`config.mk`:
```
export PLATFORM = sky130hd
export DESIGN_NAME = i2c_expander_write_sequencer
export DESIGN_NICKNAME = d
export VERILOG_FILES = /design/src/rtl/i2c_seq_pkg.sv /design/src/rtl/i2c_quarter_timer.sv /design/src/rtl/i2c_expander_write_sequencer.sv
export SDC_FILE = /design/constraint.sdc
export NUM_CORES = 1
export LEC_CHECK = 0
export ABC_AREA = 1
export BUFFER_PORTS_ARGS = -buffer_cell sky130_fd_sc_hd__buf_4
export CAP_MARGIN = 20
export CORE_MARGIN = 10
export CORE_UTILIZATION = 40
export CTS_CLUSTER_SIZE = 25
export DETAILED_ROUTE_END_ITERATION = 16
export SLEW_MARGIN = 20
export SYNTH_ARGS = -nofsm -noshare
export SYNTH_HDL_FRONTEND = slang
export SYNTH_SLANG_ARGS = --single-unit
export TNS_END_PERCENT = 5
```
`constraint.sdc`:
```
create_clock -name clk -period 3.26 [get_ports clk]
set_input_delay 0.326 -clock clk [delete_from_list [all_inputs] [get_ports clk]]
set_output_delay 0.326 -clock clk [all_outputs]
set_load 0.005 [all_outputs]
```
`src/rtl/i2c_seq_pkg.sv`:
```
// i2c_seq_pkg: FSM states and bus-timing constants shared by the I2C expander write sequencer
package i2c_seq_pkg;
   typedef enum logic [2:0] {IDLE, START, ADDR, ACK_A, DATA, ACK_D, STOP, DONE} state_e;
   localparam logic [1:0] Q0 = 2'd0;
   localparam logic [1:0] Q1 = 2'd1;
   localparam logic [1:0] Q2 = 2'd2;
   localparam logic [1:0] Q3 = 2'd3;
   localparam logic ACK_BIT = 1'b0;
   localparam int CLK_DIV_MIN = 2;
endpackage

```
`src/rtl/i2c_quarter_timer.sv`:
```
// i2c_quarter_timer: divides clk into quarter-bit ticks and tracks the quarter index within a bit
module i2c_quarter_timer
   import i2c_seq_pkg::*;
#(
   parameter int CLK_DIV = 4,
   parameter int DIV_W   = 8
)(
   input  logic       clk,
   input  logic       start_and_reset_delayed,
   input  logic       clr,
   output logic       tick,
   output logic [1:0] quarter
);
   logic [DIV_W-1:0] cnt_q, cnt_d;
   logic [1:0]       qtr_q, qtr_d;
   assign tick    = !clr && cnt_q == DIV_W'(CLK_DIV - 1);
   assign quarter = qtr_q;
   always_comb begin
      cnt_d = (clr || tick) ? '0 : cnt_q + 1'b1;
      qtr_d = clr ? Q0 : tick ? qtr_q + 2'd1 : qtr_q;
   end
   always_ff @(posedge clk or negedge start_and_reset_delayed)
      if (!start_and_reset_delayed) begin
         cnt_q <= '0;
         qtr_q <= Q0;
      end else begin
         cnt_q <= cnt_d;
         qtr_q <= qtr_d;
      end
endmodule

```
`src/rtl/i2c_expander_write_sequencer.sv`:
```
// i2c_expander_write_sequencer: round-robin shared I2C master issuing single-byte expander writes.
// Define I2C_NACK_RETRY_EN to retry a NACKed transaction once before reporting nack_err.
module i2c_expander_write_sequencer
   import i2c_seq_pkg::*;
#(
   parameter int NUM_REQ = 2,
   parameter int CLK_DIV = 4,
   parameter int DIV_W   = 8
)(
   input  logic                 clk,
   input  logic                 start_and_reset_delayed,
   input  logic [NUM_REQ-1:0]   req,
   input  logic [7*NUM_REQ-1:0] req_adr,
   input  logic [8*NUM_REQ-1:0] req_data,
   output logic [NUM_REQ-1:0]   grant,
   output logic [NUM_REQ-1:0]   done,
   output logic                 nack_err,
   output logic                 busy,
   output logic                 scl_oe,
   output logic                 sda_oe,
   input  logic                 sda_i
);
   localparam int PTR_W = $clog2(NUM_REQ);
   if (CLK_DIV < CLK_DIV_MIN || (CLK_DIV - 1) >= 2 ** DIV_W) begin : g_bad_div
      $error("CLK_DIV out of range for DIV_W");
   end
   state_e             state_q, state_d;
   logic [NUM_REQ-1:0] grant_q, grant_d;
   logic [PTR_W-1:0]   owner_q, owner_d, ptr_q, ptr_d, win, idx;
   logic [7:0]         shift_q, shift_d, data_q, data_d, sel_data;
   logic [6:0]         sel_adr;
   logic [2:0]         bit_cnt_q, bit_cnt_d;
   logic               nack_q, nack_d, scl_oe_q, scl_oe_d, sda_oe_q, sda_oe_d;
   logic               sda_meta_q, sda_sync_q, found, tick, last;
   logic [1:0]         quarter;
`ifdef I2C_NACK_RETRY_EN
   logic [6:0]         adr_q, adr_d;
   logic               retry_q, retry_d;
`endif
   i2c_quarter_timer #(.CLK_DIV(CLK_DIV), .DIV_W(DIV_W)) u_timer (
      .clk                     (clk),
      .start_and_reset_delayed (start_and_reset_delayed),
      .clr                     (state_q == IDLE),
      .tick                    (tick),
      .quarter                 (quarter)
   );
   assign last     = tick && quarter == Q3;
   assign grant    = grant_q;
   assign busy     = state_q != IDLE;
   assign done     = state_q == DONE ? grant_q : '0;
   assign nack_err = state_q == DONE && nack_q;
   assign scl_oe   = scl_oe_q;
   assign sda_oe   = sda_oe_q;
   // Walk down from the farthest requester so the one at the pointer is assigned last and wins.
   always_comb begin
      win = ptr_q;
      idx = '0;
      found = 1'b0;
      sel_adr = '0;
      sel_data = '0;
      for (int k = NUM_REQ - 1; k >= 0; k--) begin
         idx = PTR_W'((int'(ptr_q) + k) % NUM_REQ);
         if (req[idx]) begin
            win = idx;
            found = 1'b1;
         end
      end
      for (int k = 0; k < NUM_REQ; k++)
         if (int'(win) == k) begin
            sel_adr = req_adr[k*7 +: 7];
            sel_data = req_data[k*8 +: 8];
         end
   end
   always_comb begin
      state_d = state_q;
      grant_d = grant_q;
      owner_d = owner_q;
      ptr_d = ptr_q;
      shift_d = shift_q;
      data_d = data_q;
      bit_cnt_d = bit_cnt_q;
      nack_d = nack_q;
      scl_oe_d = 1'b0;
      sda_oe_d = 1'b0;
`ifdef I2C_NACK_RETRY_EN
      adr_d = adr_q;
      retry_d = retry_q;
`endif
      unique case (state_q)
         IDLE: if (found) begin
            state_d = START;
            grant_d = {{(NUM_REQ-1){1'b0}}, 1'b1} << win;
            owner_d = win;
            shift_d = {sel_adr, 1'b0};
            data_d = sel_data;
            nack_d = 1'b0;
`ifdef I2C_NACK_RETRY_EN
            adr_d = sel_adr;
            retry_d = 1'b0;
`endif
         end
         START: begin
            sda_oe_d = quarter != Q0;
            scl_oe_d = quarter == Q2 || quarter == Q3;
            if (last) state_d = ADDR;
         end
         ADDR, DATA: begin
            scl_oe_d = quarter == Q0 || quarter == Q1;
            sda_oe_d = ~shift_q[7];
            if (last) begin
               shift_d = {shift_q[6:0], 1'b0};
               bit_cnt_d = bit_cnt_q - 3'd1;
               if (bit_cnt_q == 3'd0) state_d = state_q == ADDR ? ACK_A : ACK_D;
            end
         end
         ACK_A, ACK_D: begin
            scl_oe_d = quarter == Q0 || quarter == Q1;
            if (tick && quarter == Q2 && sda_sync_q != ACK_BIT) nack_d = 1'b1;
            if (last) begin
               state_d = (state_q == ACK_A && !nack_q) ? DATA : STOP;
               shift_d = data_q;
            end
         end
         STOP: begin
            scl_oe_d = quarter == Q0;
            sda_oe_d = quarter == Q0 || quarter == Q1;
`ifdef I2C_NACK_RETRY_EN
            if (last && nack_q && !retry_q) begin
               state_d = START;
               retry_d = 1'b1;
               nack_d = 1'b0;
               shift_d = {adr_q, 1'b0};
            end else if (last) state_d = DONE;
`else
            if (last) state_d = DONE;
`endif
         end
         DONE: begin
            state_d = IDLE;
            grant_d = '0;
            ptr_d = int'(owner_q) == NUM_REQ - 1 ? '0 : owner_q + 1'b1;
         end
      endcase
   end
   always_ff @(posedge clk or negedge start_and_reset_delayed)
      if (!start_and_reset_delayed) begin
         state_q <= IDLE;
         grant_q <= '0;
         owner_q <= '0;
         ptr_q <= '0;
         shift_q <= '0;
         data_q <= '0;
         bit_cnt_q <= 3'd7;
         nack_q <= 1'b0;
         scl_oe_q <= 1'b0;
         sda_oe_q <= 1'b0;
         sda_meta_q <= 1'b1;
         sda_sync_q <= 1'b1;
`ifdef I2C_NACK_RETRY_EN
         adr_q <= '0;
         retry_q <= 1'b0;
`endif
      end else begin
         state_q <= state_d;
         grant_q <= grant_d;
         owner_q <= owner_d;
         ptr_q <= ptr_d;
         shift_q <= shift_d;
         data_q <= data_d;
         bit_cnt_q <= bit_cnt_d;
         nack_q <= nack_d;
         scl_oe_q <= scl_oe_d;
         sda_oe_q <= sda_oe_d;
         sda_meta_q <= sda_i;
         sda_sync_q <= sda_meta_q;
`ifdef I2C_NACK_RETRY_EN
         adr_q <= adr_d;
         retry_q <= retry_d;
`endif
      end
endmodule

```
==> impl_metrics.py <==
metrics = {
    "run_status": {
        "status": "completed",
    },
    "synth": {
        "dominant_combinational_cell_family_by_area_after_synthesis": "simple AND/OR/NAND/NOR gates",
        "ys_async_sr_fraction": 1.00,
        "yosys-top-cells-area": "sky130_fd_sc_hd__dfrtp_1 37%, sky130_fd_sc_hd__nand2_1 13%, sky130_fd_sc_hd__nand3_1 11%, sky130_fd_sc_hd__dfstp_2 5.4%, sky130_fd_sc_hd__inv_1 4.4%",
        "synth_top_area_cell": "sky130_fd_sc_hd__dfrtp_1",
        "synth-adder-area-share": 0.0363,
        "synth.yosys.seq_area_share": 0.428,
        "synth_largest_type_area_fraction": 0.374,
        "avgSynthCellArea_um2": 8.01,
        "yosysWarningCount": 0,
        "postSynthRegisterBits": 41,
        "synth_most_common_cell": "sky130_fd_sc_hd__nand2_1",
        "syn-cell-area_mm2": 0.00241,
        "compound_gate_portion_of_the_synthesized_area": 0.0680,
        "post_synth_inst_count": 301,
        "yosys.cell_types.count": 31,
        "synth.mux.area_fraction": 0,
        "synthXorXnorAreaFrac": 0,
        "synth-main-ff-cell": "sky130_fd_sc_hd__dfrtp_1",
        "syn_nets": 343,
        "number_of_synthesized_flops_with_an_enable_pin": 0,
        "synth.cells.most_frequent": "83 x sky130_fd_sc_hd__nand2_1, 54 x sky130_fd_sc_hd__nand3_1, 36 x sky130_fd_sc_hd__dfrtp_1",
        "synth_simple_gate_area_share": 0.386,
    },
    "worst_setup_path": {
        "crit_path_top_delay_cell": "sky130_fd_sc_hd__dfrtp_1",
        "critical_path.n_buffers_inverters": 1,
        "worstPathArrival_ns": 2.11,
        "critPathMaxStageDelay_ns": 0.46,
        "endpoint_kind": "flop",
        "critPathKind": "flop to flop",
        "reg2reg_depth": 7,
        "critical_path.reg2reg.endpoint": "shift_q[4]",
        "crit_path_frequent_cell": "sky130_fd_sc_hd__nand2_1",
        "path_max_fanout": 20,
        "critical-path-top-delay-family": "simple AND/OR/NAND/NOR gates",
        "r2r_setup_slack_ns": 1.39,
        "critical_path.startpoint_type": "flop",
        "timing.critical_path.required_ns": 3.50,
        "critical_path.reg2reg.startpoint": "state_q[1]",
        "cells_along_the_critical_path": "nor2_4 -> nand2_8 -> a21oi_4 -> inv_2 -> nand2_2 -> nand2_1 -> nand2_1",
    },
    "die": {
        "coreArea_mm2": 0.00589,
        "rows": 28,
        "ios": 43,
        "die_width_um": 97.6,
        "die-area_mm2": 0.00953,
        "start_util": 0.410,
        "die-height_um": 97.6,
    },
    "finish": {
        "growth_of_design_area_from_synthesis_to_finish_pct": 18.5,
        "num-nets-final": 386,
        "num_antenna_cells": 0,
        "layout-drive-gt1-share": 0.241,
        "post-route-util": 0.485,
    },
    "timing": {
        "final.setup_skew_ns": 0.00852,
        "max-slew-margin-rel": 0.646,
        "timing.final.max_slew_violations": 0,
        "tns_ns": 0,
        "report.final.setup_viol": 0,
        "worstMarginPinSlew_ns": 0.530,
        "whs_ns": 0.00591,
        "fin_crit_sh": 0.575,
        "fin_crit_ns": 1.87,
        "hold_violation_total_from_the_final_report": 0,
        "rsz0062_at_grt": "no",
        "clock.fmax_mhz": 534,
    },
    "placement": {
        "post-dp-hpwl_um": 4190,
        "globalplace.congestion": 0.816,
        "placement.io_buffers": 42,
    },
    "clocking": {
        "cts_max_level": 2,
        "clk_pin_slew_worst_paths_ns": 0.08,
        "cts_hold_fix_bufs": 0,
        "tritoncts_clock_tree": "yes",
        "clock_insertion_delay_worst_skew_ns": 0.30,
        "number_of_clock_sinks": 41,
        "cts.repair.resized": 0,
        "post_cts_buffers": 0,
        "numCtsBuffers": 5,
        "clock_tree.root_cell": "sky130_fd_sc_hd__clkbuf_8",
        "clk_path_buf_depth": 2,
    },
    "route": {
        "finalWirelength_um": 5360,
        "via_count": 2010,
        "routed_wire_length_per_instance_um": 12.8,
        "first_pass_drt_iterations": 4,
        "per_cell_via_count_in_the_routed_design": 4.79,
        "drc_errors": 0,
        "drt_iter0_drc": 55,
        "ant_nets": 0,
    },
    "global_route": {
        "wire_length_of_the_first_global_routing_pass_um": 9180,
        "globalRouteMet3Util": 0.0242,
        "grt_util_met2": 0.183,
        "number_of_antenna_violations_at_the_first_check_in_global_routing": 0,
        "grt_pass1_vias": 1974,
        "overflow_left_after_global_routing": 0,
        "grt_util_met1": 0.144,
        "global_route_usage_sum": 0.114,
        "largest_net_degree_at_the_start_of_global_routing": 42,
        "gr-max-usage-layer": "met2",
    },
    "power_and_ir_drop": {
        "power-per-cell-area_mw_per_mm2": 787,
        "p_leak_nw": 1.43,
        "irDropWorstVdd_mv": 0.391,
    },
    "run": {
        "max_cap_viols": 0,
    },
    "min_path": {
        "hold_path_class": "input pin to asynchronous set/reset pin",
    },
}
-- state kept, by name, indices dropped and copies added (netlist names) --
signal / count
sda_oe: 1
owner_q: 1
nack_q: 1
ptr_q: 1
u_timer.quarter: 2
grant: 2
sda_sync_q: 1
bit_cnt_q: 3
sda_meta_q: 1
shift_q: 8
state_q: 3
u_timer.cnt_q: 8
data_q: 8
scl_oe: 1
-- how the worst max path moves through the flow --
stage | from | endpoint | cells past startpoint
floorplan | bit_cnt_q[0] | state_q[1] | 10
global placement | state_q[1] | shift_q[7] | 7
detailed placement | state_q[1] | shift_q[6] | 7
CTS | state_q[1] | shift_q[6] | 7
global route | state_q[1] | shift_q[6] | 7
finish | state_q[1] | shift_q[4] | 7
-- power by group --
group	total (W)	switching [W]	internal, W
combinational	0.00109	0.000677	0.000408
sequential	0.000825	0.000132	0.000693
clock	0.000339	0.000166	0.000173
-- kinds of logic after synthesis --
logic type,count (synthesis)
AOI/OAI and AO/OA,24
adders and majority gates,7
buffers and inverters,43
DFF,41
and+or+nand+nor,186
-- stage by stage --
step           worst slack [ns]  area (um^2)  power, W  cells
2_1_floorplan              1.88         2410   0.00169    301
3_3_place_gp               1.42         2770   0.00192    412
3_5_place_dp               1.40         2770   0.00194    412
4_1_cts                    1.38         2860   0.00228    420
5_1_grt                    1.17         2860   0.00246    420
6_report                   1.39         2860   0.00225    420
-- cell usage in the layout, fill, tap and decap left out, types with 2 or more instances in the layout --
| cell type | instances |
|---|---|
| sky130_fd_sc_hd__a21oi_1 | 2 |
| sky130_fd_sc_hd__buf_4 | 42 |
| sky130_fd_sc_hd__clkbuf_1 | 2 |
| sky130_fd_sc_hd__clkbuf_8 | 6 |
| sky130_fd_sc_hd__dfrtp_1 | 36 |
| sky130_fd_sc_hd__dfstp_2 | 5 |
| sky130_fd_sc_hd__ha_1 | 7 |
| sky130_fd_sc_hd__inv_1 | 28 |
| sky130_fd_sc_hd__inv_2 | 7 |
| sky130_fd_sc_hd__inv_4 | 2 |
| sky130_fd_sc_hd__nand2_1 | 83 |
| sky130_fd_sc_hd__nand2_2 | 8 |
| sky130_fd_sc_hd__nand3_1 | 54 |
| sky130_fd_sc_hd__nand3b_1 | 8 |
| sky130_fd_sc_hd__nand4_4 | 2 |
| sky130_fd_sc_hd__nor2_1 | 22 |
| sky130_fd_sc_hd__nor2_4 | 4 |
| sky130_fd_sc_hd__o21a_1 | 7 |
| sky130_fd_sc_hd__o21ai_0 | 5 |
| sky130_fd_sc_hd__o21ai_1 | 6 |
-- layer usage --
metal	routed length [um]	part of all wire
met2	2540	0.47
met1	2570	0.48
met4	94	0.018
met5	0	0
met3	151	0.028
-- cell type report --
cell class | count | area, um^2
Fill cell | 574 | 3030
Sequential cell | 41 | 1030
Inverter | 37 | 144
Clock buffer | 8 | 90.1
Multi-Input combinational cell | 217 | 1180
Timing Repair Buffer | 42 | 315
Tap cell | 75 | 93.8
Note: power is estimated with default switching activity, not from simulation.
